===== src/rtl/pe_sequencer.sv =====
// pe_sequencer: control sequencer for a processing element.
// Walks IDLE -> LOAD or RUN -> DRAIN -> DONE and emits registered scratchpad,
// psum and address-advance strobes. All outputs come straight from flops.
// Optional feature macro: PE_SEQ_STALL_EN adds a 'stall' input that freezes
// RUN/DRAIN progress and masks the pulse outputs while high.
//
// Handshake: start/load are level requests sampled on the rising clock edge
// only while IDLE (load wins); they are ignored in every other state.
module pe_sequencer #(
  parameter int P_W         = 5,
  parameter int Q_W         = 3,
  parameter int S_W         = 4,
  parameter int TAP         = 4,
  parameter int ADW2_PERIOD = 5
) (
  input  logic           clk,
  input  logic           rstn,
  input  logic           start,
  input  logic           load,
  input  logic [P_W-1:0] P,
  input  logic [Q_W-1:0] Q,
  input  logic [S_W-1:0] S,
  output logic           ifw,
  output logic           fsw,
  output logic           psw,
  output logic           adw,
  output logic           adw2,
  output logic           ifa,
  output logic           mux1,
  output logic           mux2,
  output logic           busy,
  output logic           complete,
  output logic           cfg_err
`ifdef PE_SEQ_STALL_EN
  ,
  input  logic           stall
`endif
);

  // t needs to hold the value 2 even when TAP is 2, hence clog2(TAP+1).
  localparam int T_W = $clog2(TAP + 1);
  localparam int A_W = $clog2(ADW2_PERIOD + 1);
  localparam int R_W = P_W + T_W;
  localparam int W_W = P_W + Q_W + S_W + T_W;
  localparam int M_W = P_W + 1;

  localparam logic [T_W-1:0] T_LAST = T_W'(TAP - 1);
  localparam logic [T_W-1:0] T_MUX2 = T_W'(2);
  localparam logic [A_W-1:0] A_LAST = A_W'(ADW2_PERIOD - 1);

  typedef enum logic [2:0] {IDLE, LOAD, RUN, DRAIN, DONE} state_e;

  typedef struct packed {
    logic ifw;
    logic fsw;
    logic psw;
    logic adw;
    logic adw2;
    logic ifa;
    logic mux1;
    logic mux2;
    logic busy;
    logic complete;
    logic cfg_err;
  } out_t;

  state_e         state_q, state_d;
  logic           arm_q;
  logic [T_W-1:0] t_q, t_d;
  logic [W_W-1:0] w_q, w_d;
  logic [R_W-1:0] r_q, r_d;
  logic [A_W-1:0] a_q, a_d;
  logic [M_W-1:0] m_q, m_d;
  logic [P_W-1:0] p_q, p_d;
  logic [Q_W-1:0] q_q, q_d;
  logic [S_W-1:0] s_q, s_d;
  out_t           out_q, out_d;
  logic           zero_start;
  logic           stall_i;
  logic           hold;
  logic [W_W-1:0] total;
  logic [R_W-1:0] ptap_q;
  logic [R_W-1:0] ptap_d;

`ifdef PE_SEQ_STALL_EN
  assign stall_i = stall;
`else
  assign stall_i = 1'b0;
`endif

  // Full-width products so large passes never wrap.
  assign total  = W_W'(s_q) * W_W'(p_q) * W_W'(q_q) * W_W'(TAP);
  assign ptap_q = R_W'(p_q) * R_W'(TAP);
  assign ptap_d = R_W'(p_d) * R_W'(TAP);
  assign hold   = stall_i && (state_q == RUN || state_q == DRAIN);

  // Next-state and counter update; arm_q keeps the first edge after reset quiet.
  always_comb begin
    state_d    = state_q;
    t_d        = t_q;
    w_d        = w_q;
    r_d        = r_q;
    a_d        = a_q;
    m_d        = m_q;
    p_d        = p_q;
    q_d        = q_q;
    s_d        = s_q;
    zero_start = 1'b0;
    case (state_q)
      IDLE: begin
        if (arm_q) begin
          if (load) begin
            state_d = LOAD;
          end else if (start) begin
            p_d = P;
            q_d = Q;
            s_d = S;
            t_d = '0;
            w_d = '0;
            r_d = '0;
            a_d = '0;
            m_d = '0;
            if (P == '0 || Q == '0 || S == '0) begin
              state_d    = DONE;
              zero_start = 1'b1;
            end else begin
              state_d = RUN;
            end
          end
        end
      end
      LOAD: begin
        if (!load) state_d = IDLE;
      end
      RUN: begin
        if (!stall_i) begin
          t_d = (t_q == T_LAST) ? '0 : t_q + T_W'(1);
          r_d = (r_q == ptap_q - R_W'(1)) ? '0 : r_q + R_W'(1);
          a_d = (a_q == A_LAST) ? '0 : a_q + A_W'(1);
          if (t_q == T_MUX2 && m_q < {1'b0, p_q}) m_d = m_q + M_W'(1);
          if (w_q == total - W_W'(1)) state_d = DRAIN;
          else w_d = w_q + W_W'(1);
        end
      end
      DRAIN: begin
        if (!stall_i) begin
          t_d = (t_q == T_LAST) ? '0 : t_q + T_W'(1);
          if (t_q == T_LAST) state_d = DONE;
        end
      end
      DONE: state_d = IDLE;
      default: state_d = IDLE;
    endcase
  end

  // Output decode from the next state/counters so the flopped outputs line up with the state.
  always_comb begin
    out_d      = '0;
    out_d.busy = (state_d != IDLE);
    case (state_d)
      LOAD: begin
        out_d.ifw  = 1'b1;
        out_d.fsw  = 1'b1;
        out_d.mux2 = 1'b1;
      end
      RUN: begin
        if (!hold) begin
          out_d.psw  = (t_d == '0);
          out_d.adw  = (t_d == T_LAST);
          out_d.adw2 = (a_d == A_LAST);
          out_d.ifa  = (r_d == ptap_d - R_W'(1));
          out_d.mux2 = (t_d == T_MUX2) && (m_d < {1'b0, p_d});
        end
      end
      DRAIN: out_d.mux1 = !hold;
      DONE: begin
        out_d.complete = 1'b1;
        out_d.cfg_err  = zero_start;
      end
      default: out_d = '0;
    endcase
  end

  // State, counters, latched dimensions and registered outputs.
  always_ff @(posedge clk or negedge rstn) begin
    if (!rstn) begin
      state_q <= IDLE;
      arm_q   <= 1'b0;
      t_q     <= '0;
      w_q     <= '0;
      r_q     <= '0;
      a_q     <= '0;
      m_q     <= '0;
      p_q     <= '0;
      q_q     <= '0;
      s_q     <= '0;
      out_q   <= '0;
    end else begin
      state_q <= state_d;
      arm_q   <= 1'b1;
      t_q     <= t_d;
      w_q     <= w_d;
      r_q     <= r_d;
      a_q     <= a_d;
      m_q     <= m_d;
      p_q     <= p_d;
      q_q     <= q_d;
      s_q     <= s_d;
      out_q   <= out_d;
    end
  end

  assign ifw      = out_q.ifw;
  assign fsw      = out_q.fsw;
  assign psw      = out_q.psw;
  assign adw      = out_q.adw;
  assign adw2     = out_q.adw2;
  assign ifa      = out_q.ifa;
  assign mux1     = out_q.mux1;
  assign mux2     = out_q.mux2;
  assign busy     = out_q.busy;
  assign complete = out_q.complete;
  assign cfg_err  = out_q.cfg_err;

endmodule


===== config.mk =====
export PLATFORM = sky130hd
export DESIGN_NAME = pe_sequencer
export DESIGN_NICKNAME = d
export VERILOG_FILES = /design/src/rtl/pe_sequencer.sv
export SDC_FILE = /design/constraint.sdc
export NUM_CORES = 1
export LEC_CHECK = 0
export BUFFER_PORTS_ARGS = -buffer_cell sky130_fd_sc_hd__buf_4
export CAP_MARGIN = 20
export CORE_MARGIN = 2
export CORE_UTILIZATION = 45
export DETAILED_ROUTE_END_ITERATION = 8
export SKIP_LAST_GASP = 1
export SYNTH_ARGS = -nofsm -noshare
export SYNTH_HDL_FRONTEND = slang
export SYNTH_SLANG_ARGS = --single-unit

===== constraint.sdc =====
create_clock -name clk -period 6.1 [get_ports clk]
set_input_delay 0.305 -clock clk [delete_from_list [all_inputs] [get_ports clk]]
set_output_delay 0.305 -clock clk [all_outputs]
set_load 0.005 [all_outputs]

-- After elaboration in Yosys (flattened, before gate mapping)
Index checks and enable logic that the tools add are counted.
- add/sub/neg operators: 8
- multipliers: 2
- magnitude comparators: 2
- eq/ne operators: 20
- muxes and demuxes: 48
- bitwise gates (word level): 1
- reduce and logical (&&, ||, !) cells: 15
- operators with widths (kind ; number):
    $mux W15 ; 4
    $mux W3 ; 15
    $mux W8 ; 4
    $pmux W15 S2 ; 1
    $eq A3 B2 Y1 const B ; 8
    $mux W6 ; 4
    $mux W5 ; 4
    $eq A8 B8 Y1 ; 2
    $pmux W8 S2 ; 1
    $sub A7 B1 Y8 const B ; 2
    $add A15 B1 Y15 const B ; 1
    $eq A15 B15 Y1 ; 1
    $sub A14 B1 Y15 const B ; 1
    $lt A6 B5 Y1 ; 2
    $mul A9 B3 Y12 ; 1
    $pmux W3 S2 ; 2
    $pmux W3 S4 ; 1
    $pmux W6 S2 ; 1
    $eq A3 B3 Y1 const B ; 3
    $logic_not A3 Y1 ; 3
    $mul A4 B5 Y9 ; 1
    $add A8 B1 Y8 const B ; 1
    $ne A2 B2 Y1 const B ; 4
    $mux W1 ; 7
    17 further kinds ; 22
- register bits after elaboration: 62
- output and inout port bits: 11
- logic and storage cells: 117

-- Depth between registers and ports, before layout
Gate-level depths: netlist (run 1).
- depth in word-level cells: 11
- mapped depth: 29

-- Worst setup path before layout (run 1)
OpenSTA, ideal clock, no wires.
- path type: flip-flop to flip-flop
- start point: reg p_q[0]
- end point: reg w_q[0]
- setup time: 125 ps
- arrival: 6216 ps
- required time: 5975 ps
- path slack: -241 ps
- cell stages (with the launch flop): 28
- buffers on the path: 2
- clock period less this slack: 6341 ps
- path through: dfrtp_1 clkbuf_1 nand2_1 fa_1 fa_1 inv_1 fa_1 a21oi_1 nor2_1 nor2_1 o21bai_1 a21oi_1 xnor2_1 nand2_1 fa_1 inv_1 ha_1 inv_1 o31a_1 a31oi_1 xor2_1 a2111oi_4 or4_1 o311a_2 a2111oi_4 buf_6 nor2_2 mux2_4
- word-level cells in the longest chain between the ends: 6
- ends and longest elaborated chain (item ; RTL line ; RTL):
    start, declared ; 74 ; logic [P_W-1:0] p_q, p_d;
    start signal, assigned ; 206 ; p_q <= p_d;
    $mul A4 B5 Y9 ; 92 ; assign total = W_W'(s_q) * W_W'(p_q) * W_W'(q_q) * W_W'(TAP);
    $mul A9 B3 Y12 ; 92 ;
    $sub A14 B1 Y15 ; 141 ; if (w_q == total - W_W'(1)) state_d = DRAIN;
    $eq A15 B15 Y1 ; 141 ;
    $ne A2 B2 Y1 (no source line) ; -- ;
    $reduce_and A5 Y1 (no source line) ; -- ;
    end signal, assigned ; 202 ; w_q <= w_d;
    end, declared ; 70 ; logic [W_W-1:0] w_q, w_d;
No other way between the ends.
A chain may end at the register's enable or synchronous reset.

-- Worst setup path in the final report (run 1)
- start point: reg p_q[0]
- end point: reg w_q[9]
Same word-level chain as after synthesis.

==> results of run 1 <==
==> routing by layer <==
metal	global-route usage, %	up-vias	part of all wire (%)
met4	7.07	0	1.7
met3	3.48	19	2.6
met5	0	-	0
li1	-	2347	-
met1	27.7	2346	47
met2	36.7	80	49
==> registers in the layout, indices dropped and copies added, names as in the netlist, 4 cells and up <==
| signal | flops |
|---|---|
| w_q | 15 |
| r_q | 8 |
| m_q | 6 |
| p_q | 5 |
| s_q | 4 |
==> cell type report <==
| cell class | instances | area (sq um) |
|---|---|---|
| multi-input cells | 496 | 3810 |
| flip-flops and latches | 61 | 1530 |
| inverters | 46 | 173 |
| repair buffers | 77 | 608 |
| fillers | 1051 | 4940 |
| clock buffers | 14 | 274 |
| well taps | 143 | 179 |
| clock inverters | 1 | 5.00 |
==> cell families (layout without fill, tap and decap cells) <==
kind of cell             count (synthesis)  in the layout  synth area share, %
AND/OR/NAND/NOR                        249            249                 23.8
buffers and inverters                   71            138                 5.96
AO/OA/AOI/OAI                          152            152                 20.2
flip-flops                              61             61                 28.4
multiplexers                             5              5                 1.02
adder cells (fa/ha/maj)                 56             56                 15.0
other                                    1              1               0.0697
XOR/XNOR                                33             33                 5.63
==> synthesized netlist by cell type, drive strengths merged, types with 3 or more instances <==
cell / number
ha: 42
and3: 13
nor3: 11
mux2i: 4
a2111oi: 4
xor2: 14
nand2b: 5
xnor2: 18
o21bai: 5
a31oi: 6
inv: 46
fa: 14
a211oi: 6
or4: 6
a21oi: 39
nor4: 8
and2: 28
a21o: 5
o211ai: 3
nand4: 8
nand2: 80
o22ai: 8
buf: 7
o21a: 6
o21ai: 42
and4: 3
clkbuf: 18
o31ai: 4
nor2: 31
nor2b: 3
o31a: 3
nand3: 23
or2: 7
or3: 14
dfrtp: 61
==> critical path, delay by kind of cell (launching register included) <==
family	cells	cell delay, ns
DFF	1	0.37
and+or+nand+nor	4	0.78
xor gates and xnor gates	2	0.35
AOI/OAI and AO/OA	10	1.72
adders and majority gates	5	2.03
buffers and inverters	7	0.75
==> how the worst max path moves through the flow <==
| stage | from | end | cells past startpoint |
|---|---|---|---|
| after global routing | s_q[2]$_DFFE_PN0P_ | w_q[14]$_DFFE_PN0P_ | 27 |
| after detailed placement | p_q[1]$_DFF_PN0_ | adw$_DFF_PN0_ | 24 |
| after CTS | s_q[1]$_DFFE_PN0P_ | w_q[0]$_DFFE_PN0P_ | 25 |
| final | p_q[0]$_DFF_PN0_ | w_q[9]$_DFFE_PN0P_ | 28 |
| after global placement | s_q[1]$_DFFE_PN0P_ | ifa$_DFF_PN0_ | 25 |
| after floorplan | p_q[2]$_DFF_PN0_ | w_q[0]$_DFFE_PN0P_ | 27 |
==> what timing repair did <==
item                                   CTS  global route
endpoints found under the hold margin    0             0
buffers inserted                         5             8
setup endpoints to repair               23            23
cloned                                   0             2
gates resized for setup                 29            29
pin swaps                               30            15
==> metrics by stage <==
| step | area [sq um] | setup TNS, ns | setup slack, ns |
|---|---|---|---|
| floorplan | 5400 | 0 | 0.0145 |
| global placement | 5880 | -0.806 | -0.179 |
| detailed placement | 5880 | -4.49 | -0.384 |
| CTS | 6370 | -0.0150 | -0.0150 |
| global route | 6570 | -5.21 | -0.320 |
| finish | 6570 | -0.0461 | -0.0197 |
==> impl_metrics.yaml, run 1 <==
sta:
  hold_viol_final: 0
  setup_viol: 4
  setup_ws_ns: -0.0197
  worst_slew_pin_slew_ns: 1.09
  relSlewSlack_pct: 26.8
  clock_skew_ns: 0.00794
  final_max_slew_viol_count: 0
  rsz0062_at_grt: "yes"
  holdWs_ns: 0.0588
  timing.fmax_mhz: 163
  fin_crit_sh_pct: 100
  finalCriticalPeriod_ns: 6.12
clock_network:
  cts_sinks: 61
  insertion_delay_ns: 0.33
  cts_tree: "done"
  htree_levels: 3
  clk_pin_slew_ns: 0.06
  cts_made_buffers: 9
  cts_max_path_buffers: 2
  cts_root_buffer: "clkbuf_16"
  cts_hold_buf: 0
grt:
  grt_pass1_wl_microns: 22300
  antenna_found_initial: 0
  grt_pass1_vias: 4745
  grt_max_degree: 62
  grt_util_all_layers_pct: 21.4
  gr-total-overflow: 0
yosys:
  synth_area_per_cell_sq_um: 8.56
  yosysSeqAreaShare_pct: 28.4
  synth_ff_type: "dfrtp_1"
  yosys.area.top_type: "dfrtp_1"
  synth_warnings: 0
  synth_edf_count: 0
  synthArstFlopShare_pct: 100
  synth_cells: 628
  synth.distinct_cells: 77
  syn_area_sq_um: 5380
  synth.area.top_cells: "dfrtp_1 (28%), ha_1 (9.8%), nand2_1 (5.6%), fa_1 (5.2%), inv_1 (3.2%)"
  ys_ff_latch: 61
  synth_top_area_share_pct: 28.4
  syn-num-nets: 700
routing:
  dr.pass1.iters: 5
  first_iter_violations: 249
  vias: 4792
  drc: 0
  wl_per_cell_microns: 16.0
  wl_microns: 13400
  via_per_inst: 5.72
  final_antenna_net_count: 0
finish:
  diodes: 0
  nNetsFinal: 763
  final_cell_mix: "nand2_1 (77), buf_4 (69), dfrtp_1 (61), inv_1 (44), ha_1 (35)"
  mostFrequentLayoutCell: "nand2_1"
  final_core_util_pct: 57.1
  drive_above_1_share_pct: 23.3
  area_growth_pct: 22.3
  fin_cells: 838
critical_path:
  r2r_slack_ns: -0.02
  worstPathMaxFanout: 9
  endpoint_kind: "flop"
  critPathMaxStageDelay_ns: 0.54
  critPathLaunchType: "flop"
  r2r_cells: 28
  slowest_stage: "fa_1"
  worstReg2RegStart: "p_q[0]$_DFF_PN0_"
  required_ns: 6.31
  crit_arrival_ns: 6.33
  worst_r2r_endpoint: "w_q[9]$_DFFE_PN0P_"
  criticalPathCategory: "flop to flop"
placement:
  post-dp-hpwl_microns: 10100
  numPortBuffers: 26
  dp.cells: 808
  gp_congestion: 0.849
floorplanning:
  initial_utilization_pct: 46.7
  die_h_microns: 113
  placementRows: 39
  ios: 27
  die_area_sq_um: 12800
  dieWidth_microns: 113
  core_area_sq_um: 11500
status:
  status: "finished with violations"
  violations: "setup timing"
hold_path:
  worstHoldPathType: "primary input to asynchronous set/reset pin"
job:
  maxCapViolations: 0
Power of run 1 is not shown: default switching activity piles up to over one toggle a cycle in this logic, so the estimate is an artifact.
==> run 2: changes to the inputs <==
==> constraint.sdc (replaced) <==
create_clock -name clk -period 7.05 [get_ports clk]
set_input_delay 0.3525 -clock clk [delete_from_list [all_inputs] [get_ports clk]]
set_output_delay 0.3525 -clock clk [all_outputs]
set_load 0.005 [all_outputs]
==> impl_metrics.yaml, run 2 (same netlist as run 1, synthesis figures left out) <==
status:
  status: "finished, final reports clean"
sta:
  setup_tns_ns: 0
  finalCriticalPeriod_ns: 6.59
  final_max_slew_viol_count: 0
  relSlewSlack_pct: 37.7
  setup_ws_ns: 0.462
  worst_slew_pin_slew_ns: 0.935
  fin_crit_sh_pct: 93.4
  rsz0062_at_grt: "no"
  clock_skew_ns: 0.00852
  hold_viol_final: 0
  holdWs_ns: 0.0910
  setup_viol: 0
  timing.fmax_mhz: 152
grt:
  gr-total-overflow: 0
  antenna_found_initial: 0
  grt_util_all_layers_pct: 21.0
  grt_max_degree: 62
  grt_pass1_vias: 4593
  grt_pass1_wl_microns: 22000
routing:
  wl_per_cell_microns: 15.6
  via_per_inst: 5.73
  drc: 0
  first_iter_violations: 341
  dr.pass1.iters: 5
  final_antenna_net_count: 0
  wl_microns: 12500
  vias: 4574
critical_path:
  crit_arrival_ns: 6.80
  criticalPathCategory: "flop to flop"
  r2r_slack_ns: 0.46
  critPathLaunchType: "flop"
  endpoint_kind: "flop"
  required_ns: 7.26
  worstPathMaxFanout: 6
clock_network:
  cts_sinks: 61
  cts_made_buffers: 9
  cts_tree: "done"
  cts_hold_buf: 0
  cts_root_buffer: "clkbuf_16"
  htree_levels: 3
  cts_max_path_buffers: 2
  insertion_delay_ns: 0.33
  clk_pin_slew_ns: 0.05
floorplanning:
  ios: 27
  dieWidth_microns: 113
  die_area_sq_um: 12800
  placementRows: 39
  initial_utilization_pct: 46.7
  core_area_sq_um: 11500
  die_h_microns: 113
placement:
  numPortBuffers: 26
  gp_congestion: 0.847
  post-dp-hpwl_microns: 9390
  post-place-ws_ns: 0.235
pwr:
  ir_drop_uv: 318
  cellLeakagePower_nw: 2.79
  p_per_area_nw_per_um2: 540
finish:
  final_cell_mix: "nand2_1 (80), dfrtp_1 (59), inv_1 (46), ha_1 (42), buf_4 (36)"
  largest_reg_flops: 15
  drive_above_1_share_pct: 13.9
  area_growth_pct: 11.1
  largestRegisters: "w_q: 15 flops, r_q: 8 flops, m_q: 6 flops"
  nNetsFinal: 722
  top_register: "w_q"
  mostFrequentLayoutCell: "nand2_1"
  diodes: 0
hold_path:
  worstHoldPathType: "primary input to asynchronous set/reset pin"
job:
  maxCapViolations: 0
-- run 2: cell types whose count changed in the layout (fill, tap and decap cells not counted), moves of 4 or more --
cell	previous run	this run
buf_4	69	36
buf_6	8	0
ha_1	35	42
ha_4	7	0
a21oi_1	28	32
a21oi_2	11	7
xnor2_1	14	18
-- run 2: worst max-delay path, cell delays in order (launching register included) --
cell,delay (ns)
dfrtp_1,0.44
nand2_1,0.11
fa_1,0.51
fa_1,0.54
inv_1,0.07
fa_1,0.46
a21oi_1,0.17
nor2_1,0.05
nor2_1,0.15
o21bai_1,0.08
a21oi_1,0.17
xnor2_1,0.17
nand2_1,0.10
fa_1,0.49
inv_1,0.04
ha_1,0.30
inv_1,0.09
o31a_1,0.34
a31oi_2,0.21
xor2_1,0.29
a2111oi_4,0.10
or4_1,0.41
o311a_2,0.18
a2111oi_4,0.44
buf_4,0.22
nor2_2,0.04
mux2_4,0.29
-- run 2: final cells by class --
| type | instances | area, sq um |
|---|---|---|
| tap | 143 | 179 |
| clock buffer | 12 | 256 |
| timing repair buffer | 36 | 270 |
| clock inverter | 4 | 22.5 |
| sequential | 61 | 1530 |
| multi-input combinational | 496 | 3550 |
| fill | 1105 | 5540 |
| inverter | 46 | 173 |
-- run 2: path summary, 6_finish.rpt --
| kind | startpoint | end | depth (start not counted) |
|---|---|---|---|
| max | s_q[3]$_DFFE_PN0P_ | w_q[0]$_DFFE_PN0P_ | 26 |
| min | rstn | r_q[4]$_DFF_PN0_ | 1 |
| max reg2reg | s_q[3]$_DFFE_PN0P_ | w_q[0]$_DFFE_PN0P_ | 26 |
| min reg2reg | m_q[5]$_DFF_PN0_ | m_q[5]$_DFF_PN0_ | 1 |
| max in group asynchronous | rstn | p_q[1]$_DFF_PN0_ | 1 |
| min in group clk | S[1] | s_q[1]$_DFFE_PN0P_ | 3 |
-- run 2: metrics by stage --
stage | instances | utilization, % | area [sq um] | power (mW)
after CTS | 795 | 51.5 | 5930 | 3.23
after global routing | 798 | 51.9 | 5980 | 3.59
after detailed placement | 779 | 49.1 | 5660 | 2.80
after floorplan | 628 | - | 5380 | 2.37
final | 798 | 51.9 | 5980 | 3.22
after global placement | 779 | 49.1 | 5660 | 2.76
-- run 2: what timing repair did --
item,4_1_cts,5_1_grt
setup buffers,0,3
setup endpoints to repair,0,21
resized for setup,0,5
-- run 2: report_power, final --
group          switching (mW)  total [mW]  internal, mW
registers               0.134       0.578         0.445
clock network           0.159       0.414         0.255
logic                    1.27        2.23         0.959
-- run 2: metal layers --
layer  vias up  part of all wire, %  track usage (%)
li1       2277                    -                -
met1      2202                   47             27.8
met2        77                   48             35.5
met3        18                  3.0             3.27
met4         0                  1.7             6.75
met5         -                    0                0
(Power assumes the default switching activity.)
==> run 3: changes to the inputs <==
--- a/config.mk
+++ b/config.mk
@@ -10,6 +10,7 @@
 export CORE_MARGIN = 2
 export CORE_UTILIZATION = 45
 export DETAILED_ROUTE_END_ITERATION = 8
+export REMOVE_ABC_BUFFERS = 1
 export SKIP_LAST_GASP = 1
 export SYNTH_ARGS = -nofsm -noshare
 export SYNTH_HDL_FRONTEND = slang
==> impl_metrics.yaml, run 3 (same netlist as run 1, synthesis figures left out) <==
status:
  status: "finished, final reports clean"
sta:
  setup_viol: 0
  setup_tns_ns: 0
  timing.fmax_mhz: 152
  worst_slew_pin_slew_ns: 0.894
  clock_skew_ns: 0.00679
  finalCriticalPeriod_ns: 6.57
  final_max_slew_viol_count: 0
  relSlewSlack_pct: 39.9
  rsz0062_at_grt: "no"
  hold_viol_final: 0
  fin_crit_sh_pct: 93.1
finish:
  nNetsFinal: 724
  final_area_sq_um: 6020
  top_register: "w_q"
  diodes: 0
  largest_reg_flops: 15
  final_cell_mix: "nand2_1 (80), dfrtp_1 (61), inv_1 (46), ha_1 (42), buf_4 (38)"
  largestRegisters: "w_q: 15 flops, r_q: 8 flops, m_q: 6 flops"
  area_growth_pct: 11.9
  drive_above_1_share_pct: 13.7
  mostFrequentLayoutCell: "nand2_1"
clock_network:
  cts_made_buffers: 9
  cts_root_buffer: "clkbuf_16"
  cts_hold_buf: 0
  clk_pin_slew_ns: 0.05
  cts_max_path_buffers: 2
  htree_levels: 3
  cts_tree: "done"
  cts_sinks: 61
  insertion_delay_ns: 0.34
critical_path:
  required_ns: 7.31
  r2r_slack_ns: 0.48
  worstPathMaxFanout: 8
  crit_arrival_ns: 6.82
  slowest_stage: "fa_1"
  r2r_cells: 26
  critPathMaxStageDelay_ns: 0.55
  criticalPathCategory: "flop to flop"
  worstReg2RegStart: "p_q[1]$_DFF_PN0_"
  endpoint_kind: "flop"
  cp_top_family: "compound AO/OA/AOI/OAI gates"
  worst-path-buf-inv: 4
  worst_r2r_endpoint: "w_q[3]$_DFFE_PN0P_"
  critPathLaunchType: "flop"
placement:
  post-dp-hpwl_microns: 9540
  gp_congestion: 0.870
  numPortBuffers: 26
  post_dp_cell_area_sq_um: 5660
grt:
  grt_pass1_vias: 4670
  antenna_found_initial: 0
  grt_pass1_wl_microns: 22100
  grt_max_degree: 62
  gr-total-overflow: 0
  grt_util_all_layers_pct: 21.2
routing:
  wl_microns: 12500
  dr.pass1.iters: 5
  drc: 0
  vias: 4592
  via_per_inst: 5.74
  wl_per_cell_microns: 15.7
  first_iter_violations: 283
  final_antenna_net_count: 0
hold_path:
  worstHoldPathType: "primary input to asynchronous set/reset pin"
pwr:
  ir_drop_uv: 256
  cellLeakagePower_nw: 2.82
  p_per_area_nw_per_um2: 545
floorplanning:
  die_h_microns: 113
  die_area_sq_um: 12800
  ios: 27
  placementRows: 39
  core_area_sq_um: 11500
  initial_utilization_pct: 46.7
  dieWidth_microns: 113
job:
  maxCapViolations: 0
[run 3: changes by cell type in the layout (fill, tap and decap cells not counted)]
cell / before / now
dfrtp_1: 59 / 61
clkinv_2: 3 / 1
buf_4: 36 / 38
bufinv_16: 0 / 1
a31oi_2: 1 / 0
clkbuf_8: 2 / 3
a31oi_1: 5 / 6
dfrtp_2: 2 / 0
[run 3: worst max path at each step]
stage	start	endpoint	slack, ns	cells after the start
2_1_floorplan	p_q[0]$_DFF_PN0_	w_q[0]$_DFFE_PN0P_	0.33	25
3_3_place_gp	p_q[1]$_DFF_PN0_	w_q[9]$_DFFE_PN0P_	0.44	26
3_5_place_dp	p_q[1]$_DFF_PN0_	w_q[9]$_DFFE_PN0P_	0.25	26
4_1_cts	p_q[1]$_DFF_PN0_	w_q[14]$_DFFE_PN0P_	0.23	26
5_1_grt	p_q[1]$_DFF_PN0_	w_q[14]$_DFFE_PN0P_	0.02	24
6_report	p_q[1]$_DFF_PN0_	w_q[3]$_DFFE_PN0P_	0.48	26
[run 3: where the power goes]
group | switching, mW | internal, mW
Combinational | 1.28 | 0.967
Clock | 0.160 | 0.302
Sequential | 0.124 | 0.444
[run 3: metal layers]
layer | share of wire [%] | up-vias | GRT usage [%]
li1 | - | 2286 | -
met4 | 1.5 | 0 | 7.56
met3 | 2.8 | 16 | 2.79
met2 | 48 | 85 | 34.9
met1 | 48 | 2205 | 28.7
met5 | 0 | - | 0
[run 3: layout make-up]
class,count,area (sq um)
tap,143,179
sequential,61,1530
clock buffer,13,270
multi-input combinational,496,3540
timing repair buffer,38,285
fill,1059,5500
inverter,46,173
clock inverter,3,42.5
[run 3: timing repair]
| item | in CTS | in global routing |
|---|---|---|
| endpoints found under the setup margin | 0 | 20 |
| setup buffers | 0 | 4 |
| resized for setup | 0 | 2 |
[run 3: through the flow]
stage	utilization (%)	std cells	power [mW]	hold WS [ns]	setup WS, ns
2_1_floorplan	-	603	2.33	0.0569	0.325
3_3_place_gp	49.2	780	2.77	0.487	0.443
3_5_place_dp	49.2	780	2.80	0.490	0.247
4_1_cts	51.9	796	3.29	0.130	0.232
5_1_grt	52.2	800	3.63	0.188	0.0215
6_report	52.2	800	3.28	0.0995	0.484
[run 3: worst register-to-register path, delay by kind of cell (launching register included)]
kind,cells,cell delay [ns]
flip-flops,1,0.45
AO/OA/AOI/OAI,11,2.35
XOR/XNOR,1,0.18
adder cells (fa/ha/maj),5,2.18
buffers and inverters,4,0.40
AND/OR/NAND/NOR,5,0.89
